==> src/rtl/vx_fp_bf16_round_pack_if.sv <==
// Handshake and per-lane operand/result bundle for the BF16 round/pack stage.
// Latency: n/a (wires only).
// Backpressure: valid/ready on both sides; ready_in is driven by the slave.
interface vx_fp_bf16_round_pack_if #(
    parameter int TAGW  = 1,
    parameter int LANES = 1
);
    // upstream side
    logic                        valid_in;
    logic                        ready_in;
    logic [TAGW-1:0]             tag_in;
    logic [2:0]                  frm;
    logic [LANES-1:0]            sign_in;
    logic [LANES-1:0][9:0]       exp_in;
    logic [LANES-1:0][9:0]       sig_in;
    logic [LANES-1:0]            sticky_in;
    logic [LANES-1:0]            is_nan_in;
    logic [LANES-1:0]            is_inf_in;
    logic [LANES-1:0]            is_zero_in;
    logic [LANES-1:0]            nv_in;
    logic [LANES-1:0]            dz_in;

    // downstream side; fflags per lane is {NV, DZ, OF, UF, NX}
    logic [LANES-1:0][15:0]      result;
    logic                        has_fflags;
    logic [LANES-1:0][4:0]       fflags;
    logic [TAGW-1:0]             tag_out;
    logic                        valid_out;
    logic                        ready_out;

    modport master (
        output valid_in, tag_in, frm, sign_in, exp_in, sig_in, sticky_in,
               is_nan_in, is_inf_in, is_zero_in, nv_in, dz_in, ready_out,
        input  ready_in, result, has_fflags, fflags, tag_out, valid_out
    );

    modport slave (
        input  valid_in, tag_in, frm, sign_in, exp_in, sig_in, sticky_in,
               is_nan_in, is_inf_in, is_zero_in, nv_in, dz_in, ready_out,
        output ready_in, result, has_fflags, fflags, tag_out, valid_out
    );
endinterface

==> src/rtl/vx_fp_bf16_round_pack.sv <==
// Rounds and packs an unrounded BF16 sign/exponent/significand per lane, producing result + fflags.
// Latency: 2 cycles (stage 1: denormalize + increment decision, stage 2: add, renormalize, pack).
// Backpressure: whole-pipe stall while valid_out & ~ready_out; ready_in low during the stall.
module vx_fp_bf16_round_pack #(
    parameter int TAGW  = 1,
    parameter int LANES = 1
) (
    input  logic                     clk,
    input  logic                     reset,
    vx_fp_bf16_round_pack_if.slave   bus
);

    // Stage-1 per-lane state: everything stage 2 needs to finish the rounding.
    typedef struct packed {
        logic       sign;
        logic       nan;
        logic       inf;
        logic       zero;
        logic       nv;
        logic       dz;
        logic       subn;     // pre-rounding value was subnormal
        logic [9:0] expo;     // working exponent, 0 for subnormals, else positive
        logic [7:0] man;      // {hidden, mant[6:0]} after denormalizing
        logic       inc;      // round-up decision
        logic       inexact;
    } s1_lane_t;

    s1_lane_t               s1_d [LANES];
    s1_lane_t               s1_q [LANES];
    logic                   s1_vld;
    logic [2:0]             s1_frm;
    logic [TAGW-1:0]        s1_tag;
    logic                   s2_vld;

    logic [15:0]            res_d [LANES];
    logic [4:0]             flg_d [LANES];

    logic                   stall;
    logic                   enable;

    assign stall          = s2_vld & ~bus.ready_out;
    assign enable         = ~stall;
    assign bus.ready_in   = enable;
    assign bus.valid_out  = s2_vld;
    assign bus.has_fflags = 1'b1;

    for (genvar l = 0; l < LANES; l++) begin : g_lane
        logic [10:0] x;
        logic [10:0] xs;
        logic [10:0] t;
        logic [3:0]  shamt;
        logic        subn;
        logic        lost;
        logic [9:0]  sig;
        logic        stk;
        logic        g;
        logic        r;
        logic        inx;
        logic        inc;

        // Stage 1: denormalize subnormals (shift right by 1-exp, capped) and pick the increment.
        always_comb begin
            x     = {bus.sig_in[l], bus.sticky_in[l]};
            subn  = bus.exp_in[l][9] | (bus.exp_in[l] == 10'd0);
            t     = 11'd1 - {bus.exp_in[l][9], bus.exp_in[l]};
            shamt = 4'd0;
            if (subn) begin
                shamt = (t > 11'd11) ? 4'd11 : t[3:0];
            end
            xs    = x >> shamt;
            lost  = |(x & ~(11'h7FF << shamt));
            sig   = xs[10:1];
            stk   = xs[0] | lost;
            g     = sig[1];
            r     = sig[0] | stk;
            inx   = g | r;
            case (bus.frm)
                3'b001:  inc = 1'b0;                       // RTZ
                3'b010:  inc = bus.sign_in[l] & inx;       // RDN
                3'b011:  inc = ~bus.sign_in[l] & inx;      // RUP
                3'b100:  inc = g;                          // RMM
                default: inc = g & (r | sig[2]);           // RNE and reserved encodings
            endcase
            s1_d[l] = '{
                sign:    bus.sign_in[l],
                nan:     bus.is_nan_in[l],
                inf:     bus.is_inf_in[l],
                zero:    bus.is_zero_in[l],
                nv:      bus.nv_in[l],
                dz:      bus.dz_in[l],
                subn:    subn,
                expo:    subn ? 10'd0 : bus.exp_in[l],
                man:     sig[9:2],
                inc:     inc,
                inexact: inx
            };
        end

        s1_lane_t    cur;
        logic [8:0]  sum;
        logic [10:0] exp_r;
        logic [6:0]  mant;
        logic        ovf;
        logic        to_inf;

        // Stage 2: apply increment, renormalize, saturate on overflow, then let specials override.
        always_comb begin
            cur   = s1_q[l];
            sum   = {1'b0, cur.man} + {8'd0, cur.inc};
            exp_r = {1'b0, cur.expo} + {10'd0, sum[8]};
            mant  = sum[8] ? 7'd0 : sum[6:0];
            // a subnormal that rounds up into the hidden bit becomes the smallest normal
            if (cur.subn && sum[7]) begin
                exp_r = 11'd1;
            end
            ovf = (exp_r >= 11'd255);
            case (s1_frm)
                3'b001:  to_inf = 1'b0;
                3'b010:  to_inf = cur.sign;
                3'b011:  to_inf = ~cur.sign;
                default: to_inf = 1'b1;
            endcase
            res_d[l] = {cur.sign, exp_r[7:0], mant};
            flg_d[l] = {2'b00, 1'b0, cur.subn & cur.inexact, cur.inexact};
            if (ovf) begin
                res_d[l] = {cur.sign, to_inf ? 15'h7F80 : 15'h7F7F};
                flg_d[l] = {2'b00, 1'b1, cur.subn & cur.inexact, 1'b1};
            end
            if (cur.zero) begin
                res_d[l] = {cur.sign, 15'h0000};
                flg_d[l] = 5'b00000;
            end
            if (cur.inf) begin
                res_d[l] = {cur.sign, 8'hFF, 7'h00};
                flg_d[l] = {cur.nv, cur.dz, 3'b000};
            end
            if (cur.nan) begin
                res_d[l] = 16'h7FC0;
                flg_d[l] = {cur.nv, cur.dz, 3'b000};
            end
        end
    end

    // Stage-1 registers: capture accepted operation with its rounding mode and tag.
    always_ff @(posedge clk) begin
        if (reset) begin
            s1_vld <= 1'b0;
        end else if (enable) begin
            s1_vld <= bus.valid_in;
            if (bus.valid_in) begin
                s1_q   <= s1_d;
                s1_frm <= bus.frm;
                s1_tag <= bus.tag_in;
            end
        end
    end

    // Stage-2 registers: the output holding register, frozen while downstream stalls.
    always_ff @(posedge clk) begin
        if (reset) begin
            s2_vld      <= 1'b0;
            bus.result  <= '0;
            bus.fflags  <= '0;
            bus.tag_out <= '0;
        end else if (enable) begin
            s2_vld <= s1_vld;
            if (s1_vld) begin
                for (int l = 0; l < LANES; l++) begin
                    bus.result[l] <= res_d[l];
                    bus.fflags[l] <= flg_d[l];
                end
                bus.tag_out <= s1_tag;
            end
        end
    end

endmodule
==> src/flat_wrapper.sv <==
// flat-port wrapper written by rule: the top's interface ports become plain ports
module vx_fp_bf16_round_pack_flat 
#(
    parameter int TAGW  = 1,
    parameter int LANES = 1
)
  (clk, reset, bus_valid_in, bus_tag_in, bus_frm, bus_sign_in, bus_exp_in, bus_sig_in, bus_sticky_in, bus_is_nan_in, bus_is_inf_in, bus_is_zero_in, bus_nv_in, bus_dz_in, bus_ready_out, bus_ready_in, bus_result, bus_has_fflags, bus_fflags, bus_tag_out, bus_valid_out);
  vx_fp_bf16_round_pack_if #(.TAGW(TAGW), .LANES(LANES)) bus_i ();
  input  logic clk;
  input  logic reset;
  input wire logic [$bits(bus_i.valid_in)-1:0] bus_valid_in;
  input wire logic [$bits(bus_i.tag_in)-1:0] bus_tag_in;
  input wire logic [$bits(bus_i.frm)-1:0] bus_frm;
  input wire logic [$bits(bus_i.sign_in)-1:0] bus_sign_in;
  input wire logic [$bits(bus_i.exp_in)-1:0] bus_exp_in;
  input wire logic [$bits(bus_i.sig_in)-1:0] bus_sig_in;
  input wire logic [$bits(bus_i.sticky_in)-1:0] bus_sticky_in;
  input wire logic [$bits(bus_i.is_nan_in)-1:0] bus_is_nan_in;
  input wire logic [$bits(bus_i.is_inf_in)-1:0] bus_is_inf_in;
  input wire logic [$bits(bus_i.is_zero_in)-1:0] bus_is_zero_in;
  input wire logic [$bits(bus_i.nv_in)-1:0] bus_nv_in;
  input wire logic [$bits(bus_i.dz_in)-1:0] bus_dz_in;
  input wire logic [$bits(bus_i.ready_out)-1:0] bus_ready_out;
  output wire logic [$bits(bus_i.ready_in)-1:0] bus_ready_in;
  output wire logic [$bits(bus_i.result)-1:0] bus_result;
  output wire logic [$bits(bus_i.has_fflags)-1:0] bus_has_fflags;
  output wire logic [$bits(bus_i.fflags)-1:0] bus_fflags;
  output wire logic [$bits(bus_i.tag_out)-1:0] bus_tag_out;
  output wire logic [$bits(bus_i.valid_out)-1:0] bus_valid_out;
  assign bus_i.valid_in = bus_valid_in;
  assign bus_i.tag_in = bus_tag_in;
  assign bus_i.frm = bus_frm;
  assign bus_i.sign_in = bus_sign_in;
  assign bus_i.exp_in = bus_exp_in;
  assign bus_i.sig_in = bus_sig_in;
  assign bus_i.sticky_in = bus_sticky_in;
  assign bus_i.is_nan_in = bus_is_nan_in;
  assign bus_i.is_inf_in = bus_is_inf_in;
  assign bus_i.is_zero_in = bus_is_zero_in;
  assign bus_i.nv_in = bus_nv_in;
  assign bus_i.dz_in = bus_dz_in;
  assign bus_i.ready_out = bus_ready_out;
  assign bus_ready_in = bus_i.ready_in;
  assign bus_result = bus_i.result;
  assign bus_has_fflags = bus_i.has_fflags;
  assign bus_fflags = bus_i.fflags;
  assign bus_tag_out = bus_i.tag_out;
  assign bus_valid_out = bus_i.valid_out;
  vx_fp_bf16_round_pack #(.TAGW(TAGW), .LANES(LANES)) u_core (.clk(clk), .reset(reset), .bus(bus_i));
endmodule
==> config.mk <==
export PLATFORM = sky130hd
export DESIGN_NAME = vx_fp_bf16_round_pack_flat
export DESIGN_NICKNAME = d
export VERILOG_FILES = /design/src/rtl/vx_fp_bf16_round_pack_if.sv /design/src/rtl/vx_fp_bf16_round_pack.sv /design/src/flat_wrapper.sv
export SDC_FILE = /design/constraint.sdc
export NUM_CORES = 1
export LEC_CHECK = 0
export CORE_AREA = 2 2 111 113
export DETAILED_ROUTE_END_ITERATION = 12
export DIE_AREA = 0 0 113 115
export PLACE_DENSITY = 0.46
export SLEW_MARGIN = 20
export SYNTH_ARGS = -nofsm -noshare
export SYNTH_HDL_FRONTEND = slang
export SYNTH_SLANG_ARGS = --single-unit
export TNS_END_PERCENT = 20
==> constraint.sdc <==
create_clock -name clk -period 6.8 [get_ports clk]
set_input_delay 1.36 -clock clk [delete_from_list [all_inputs] [get_ports clk]]
set_output_delay 1.36 -clock clk [all_outputs]
set_load 0.1 [all_outputs]
==> summary.md <==
| Metric | Value |
|---|---|
| Status | complete, but fails checks |
| Failing checks | design-rule violations |
| RD Place Congestion | ~0.91 |
| Avg Synthesized Cell Area | 8.819 µm² |
| Number of clock sinks | 55 |
| First-pass DRT Iterations | 9 |
| Vias in the first global route | a little over 3000 |
| Slew Viols, Final | 0 |
| VDD IR max | about 0.091 mV |
| Pint | 0.0005735 W |
| Hold slack | 451.9 ps |
| Hold path startpoint | u_core.bus.tag_out$_SDFFE_PP0P_ |
| DR vias | between 3000 and 4000 |
| Fraction of layout cells with a size suffix above 1 | 0.07466 |
| Switching power total | about 0.00024 W |
| Clock power share | 0.312 |
| Via/cell ratio | between 5 and 6 |
| Clock Pin Slew Worst Setup and Hold Paths | 70 ps |
| Syn nets | 431 |
| Final Critical Period | between 5000 and 6000 ps |
| Critical path startpoint category | primary input |
| LEAKAGE | 1.457 nW |
| I/O pin count | 60 |
| CP Data Required Time | just under 7000 ps |
| Crit path capture type | register |
| Core area | roughly 12000 µm² |
| Max Cap Violations | 0 |
| Area of the die | roughly 13000 µm² |
| Crit Path Category | primary input to register |
| Detail Route Antenna Nets | 0 |
| Register bit total from synthesis | between 50 and 60 |
| Detailed placement HPWL | between 7000 and 8000 µm |
| Global-route wire length before repair | ~16000 µm |
| Crit path max-delay cell type | clkdlybuf4s50_1 |
| CP arrival | ~5300 ps |
| Logic gate share of total power | 0.226 |
| Sequential power share | 0.462 |
| Most frequent cell after synthesis | nor2_1 |
| Worst r2r path cells | 16 |
| Final period util | 0.7739 |
| R2R Setup Slk | about 2500 ps |
| TritonCTS Buffers | 5 |
| Starting density of the core | 0.2912 |
| Post-Syn Area | 3440 µm² |
| Post-synth EDFFs | 31 |
| GRT Util Overall | 0.1539 |
| Final Hold Fails | 0 |
| Post-Synthesis Cells | around 400 |
| P per Cell Area | roughly 190 nW/µm² |
| Max_slew headroom | 0.3375 |
| Die height | 115 µm |
| Hold Buf Count CTS | 0 |
| Initial antenna violation count | 0 |
| Crit Path Max Fanout | 13 |
| Sum Neg Setup Slack | 0 ps |
| Synth Flop Type | edfxtp_1 |
| Met1 usage | 0.2004 |
| DRT Wirelength | about 9800 µm |
| RSZ-0062 raised after global routing | false |
| Tightest Pin Transition | 990.6 ps |
| Critical R2R Launch | u_core.g_lane[0].cur[1]$_DFFE_PP_ |
| Top post-synthesis cells by area | edfxtp_1, dfxtp_1, a21oi_1, nor2_1, nand2_1 |
| Multi-input gate area | 1897 µm² |
| Final #Nets | approximately 480 |
| Synth warnings | 0 |
| CP startpoint | bus_exp_in[1] |
| Register area share after synthesis | 0.4103 |
| Chip width | about 110 µm |
| Synth cell types | 71 |
| Postcts setup bufs | 0 |
| Routed wire per std cell | ~17 µm |
| H-tree depth | 2 |
| Row cnt | 40 |
| Met2 Track Usage GR | 0.2575 |
| Maximum clock rate | around 190 MHz |
| P&R area growth vs syn | 25.17% |
| Met3 usage | 0.02688 |
| Hold Crit Class | register to register |
| DRC | 9 |
| Largest net degree at the start of global routing | 32 |
| TritonCTS clock tree | built |
| Cell taking the most area after synthesis | edfxtp_1 |
| # fillers | ~1300 |
| Asr flop ratio synth | 0 |
| Most Crowded Layer GR | met2 |
| Clk_lat worst skew | roughly 290 ps |
| Post-CTS sizing | 0 |
| GR Overflow Total | 0 |
| Hold depth | 2 |
| Yosys top cell area share | 0.2706 |
| CP cell instances | clkdlybuf4s50_1 -> inv_1 -> ha_1 -> nor2b_1 -> and4_4 -> o211ai_4 -> a21oi_2 -> o21ai_0 -> o21a_1 -> o311ai_0 -> nand4_1 -> a221oi_2 -> a21oi_1 |
| Switch share | 0.2956 |
| Clock skew after layout | between 3 and 4 ps |
| N_diodes | 0 |
| Setup Viol. Count Final | 0 |
| Clock Path Buffers | 2 |
| FF/Latch Area | 1411 µm² |
| Synth top cells by count | nor2_1, nand2_1, a21oi_1 |
| Root Buffer | clkbuf_16 |
| Port Buf Inserts | between 50 and 60 |
| Iter 0 DRT Violations | ~170 |
| Crit path largest cell delay | 700 ps |
-- stage by stage --
stage	utilization	setup WS, ps	instance area, µm²	total power, W	std cells
finish	0.3645	1538	4305	0.0008142	589
global route	0.3645	1142	4305	0.0008547	589
CTS	0.3645	1583	4305	0.0008250	589
detailed placement	0.3521	1273	4159	0.0005669	581
global placement	0.3521	1408	4159	0.0005694	581
floorplan	-	2404	3440	0.0005036	390
-- final cells by class --
cell class | instances | area share
Clock buffer | 7 | 0.03313
Clock inverter | 1 | 0.0008718
Inverter | 15 | 0.01308
Multi-Input combinational cell | 302 | 0.4406
Sequential cell | 55 | 0.3278
Tap cell | 147 | 0.04272
Timing Repair Buffer | 62 | 0.1418
-- sequential cells by signal, indices dropped and copies added, names as in the netlist --
signal	cells
u_core.g_lane.cur	27
u_core.bus.result	16
u_core.bus.fflags	5
u_core.s1_frm	3
u_core.bus.tag_out	1
u_core.bus.valid_out	1
u_core.s1_tag	1
u_core.s1_vld	1
-- cell usage in the layout, fill, tap and decap left out, drive strengths merged, types with 4 or more instances in the layout --
cell type,netlist,routed
a211o,4,4
a211oi,5,5
a21oi,34,34
a31o,4,4
a31oi,5,5
and2,4,4
and3,6,6
and4,6,6
buf,3,4
clkbuf,15,7
clkdlybuf4s50,0,58
dfxtp,24,24
edfxtp,31,31
ha,6,6
inv,14,14
mux2i,5,5
nand2,39,39
nand3,14,14
nand4,5,5
nor2,43,43
nor2b,9,9
nor3,18,18
o211ai,4,4
o21ai,23,23
xnor2,8,8
xor2,8,8
-- logic make-up after synthesis --
kind of cell	count (synthesis)	share of synthesized area
buffers and inverters	33	0.03965
other	2	0.002183
multiplexers	8	0.02437
AO/OA/AOI/OAI	112	0.2299
AND/OR/NAND/NOR	158	0.2310
XOR/XNOR	16	0.04074
adder cells (fa/ha/maj)	6	0.02183
flip-flops	55	0.4103
-- per-layer routing --
layer | share of wire | wire [µm] | vias to the layer above
li1 | - | - | 1552
met1 | 0.46 | 4450 | 1434
met2 | 0.47 | 4567 | 88
met3 | 0.059 | 574 | 13
met4 | 0.018 | 176 | 0
met5 | 0 | 0 | -
-- worst max-delay path: cells and delay by family --
kind,cells,cell delay [ps]
AO/OA/AOI/OAI,7,1920
AND/OR/NAND/NOR,3,750
buffers and inverters,2,970
adder cells (fa/ha/maj),1,300
-- final timing paths --
check,endpoint
worst max-delay path,u_core.g_lane[0].cur[1]$_DFFE_PP_
worst min-delay path,u_core.bus.tag_out$_SDFFE_PP0P_
worst max register to register,u_core.bus.result[3]$_SDFFE_PP0P_
worst min register to register,u_core.bus.tag_out$_SDFFE_PP0P_
-- power by group through the flow --
stage                     Clock [W]  Sequential [W]  Combinational (W)
final                      0.000254        0.000377           0.000184
after global routing       0.000279        0.000378           0.000198
after CTS                  0.000264        0.000377           0.000184
after detailed placement          0        0.000384           0.000183
after global placement            0        0.000384           0.000186
after floorplan                   0        0.000425          0.0000782
Power figures use the tool's default switching activity.
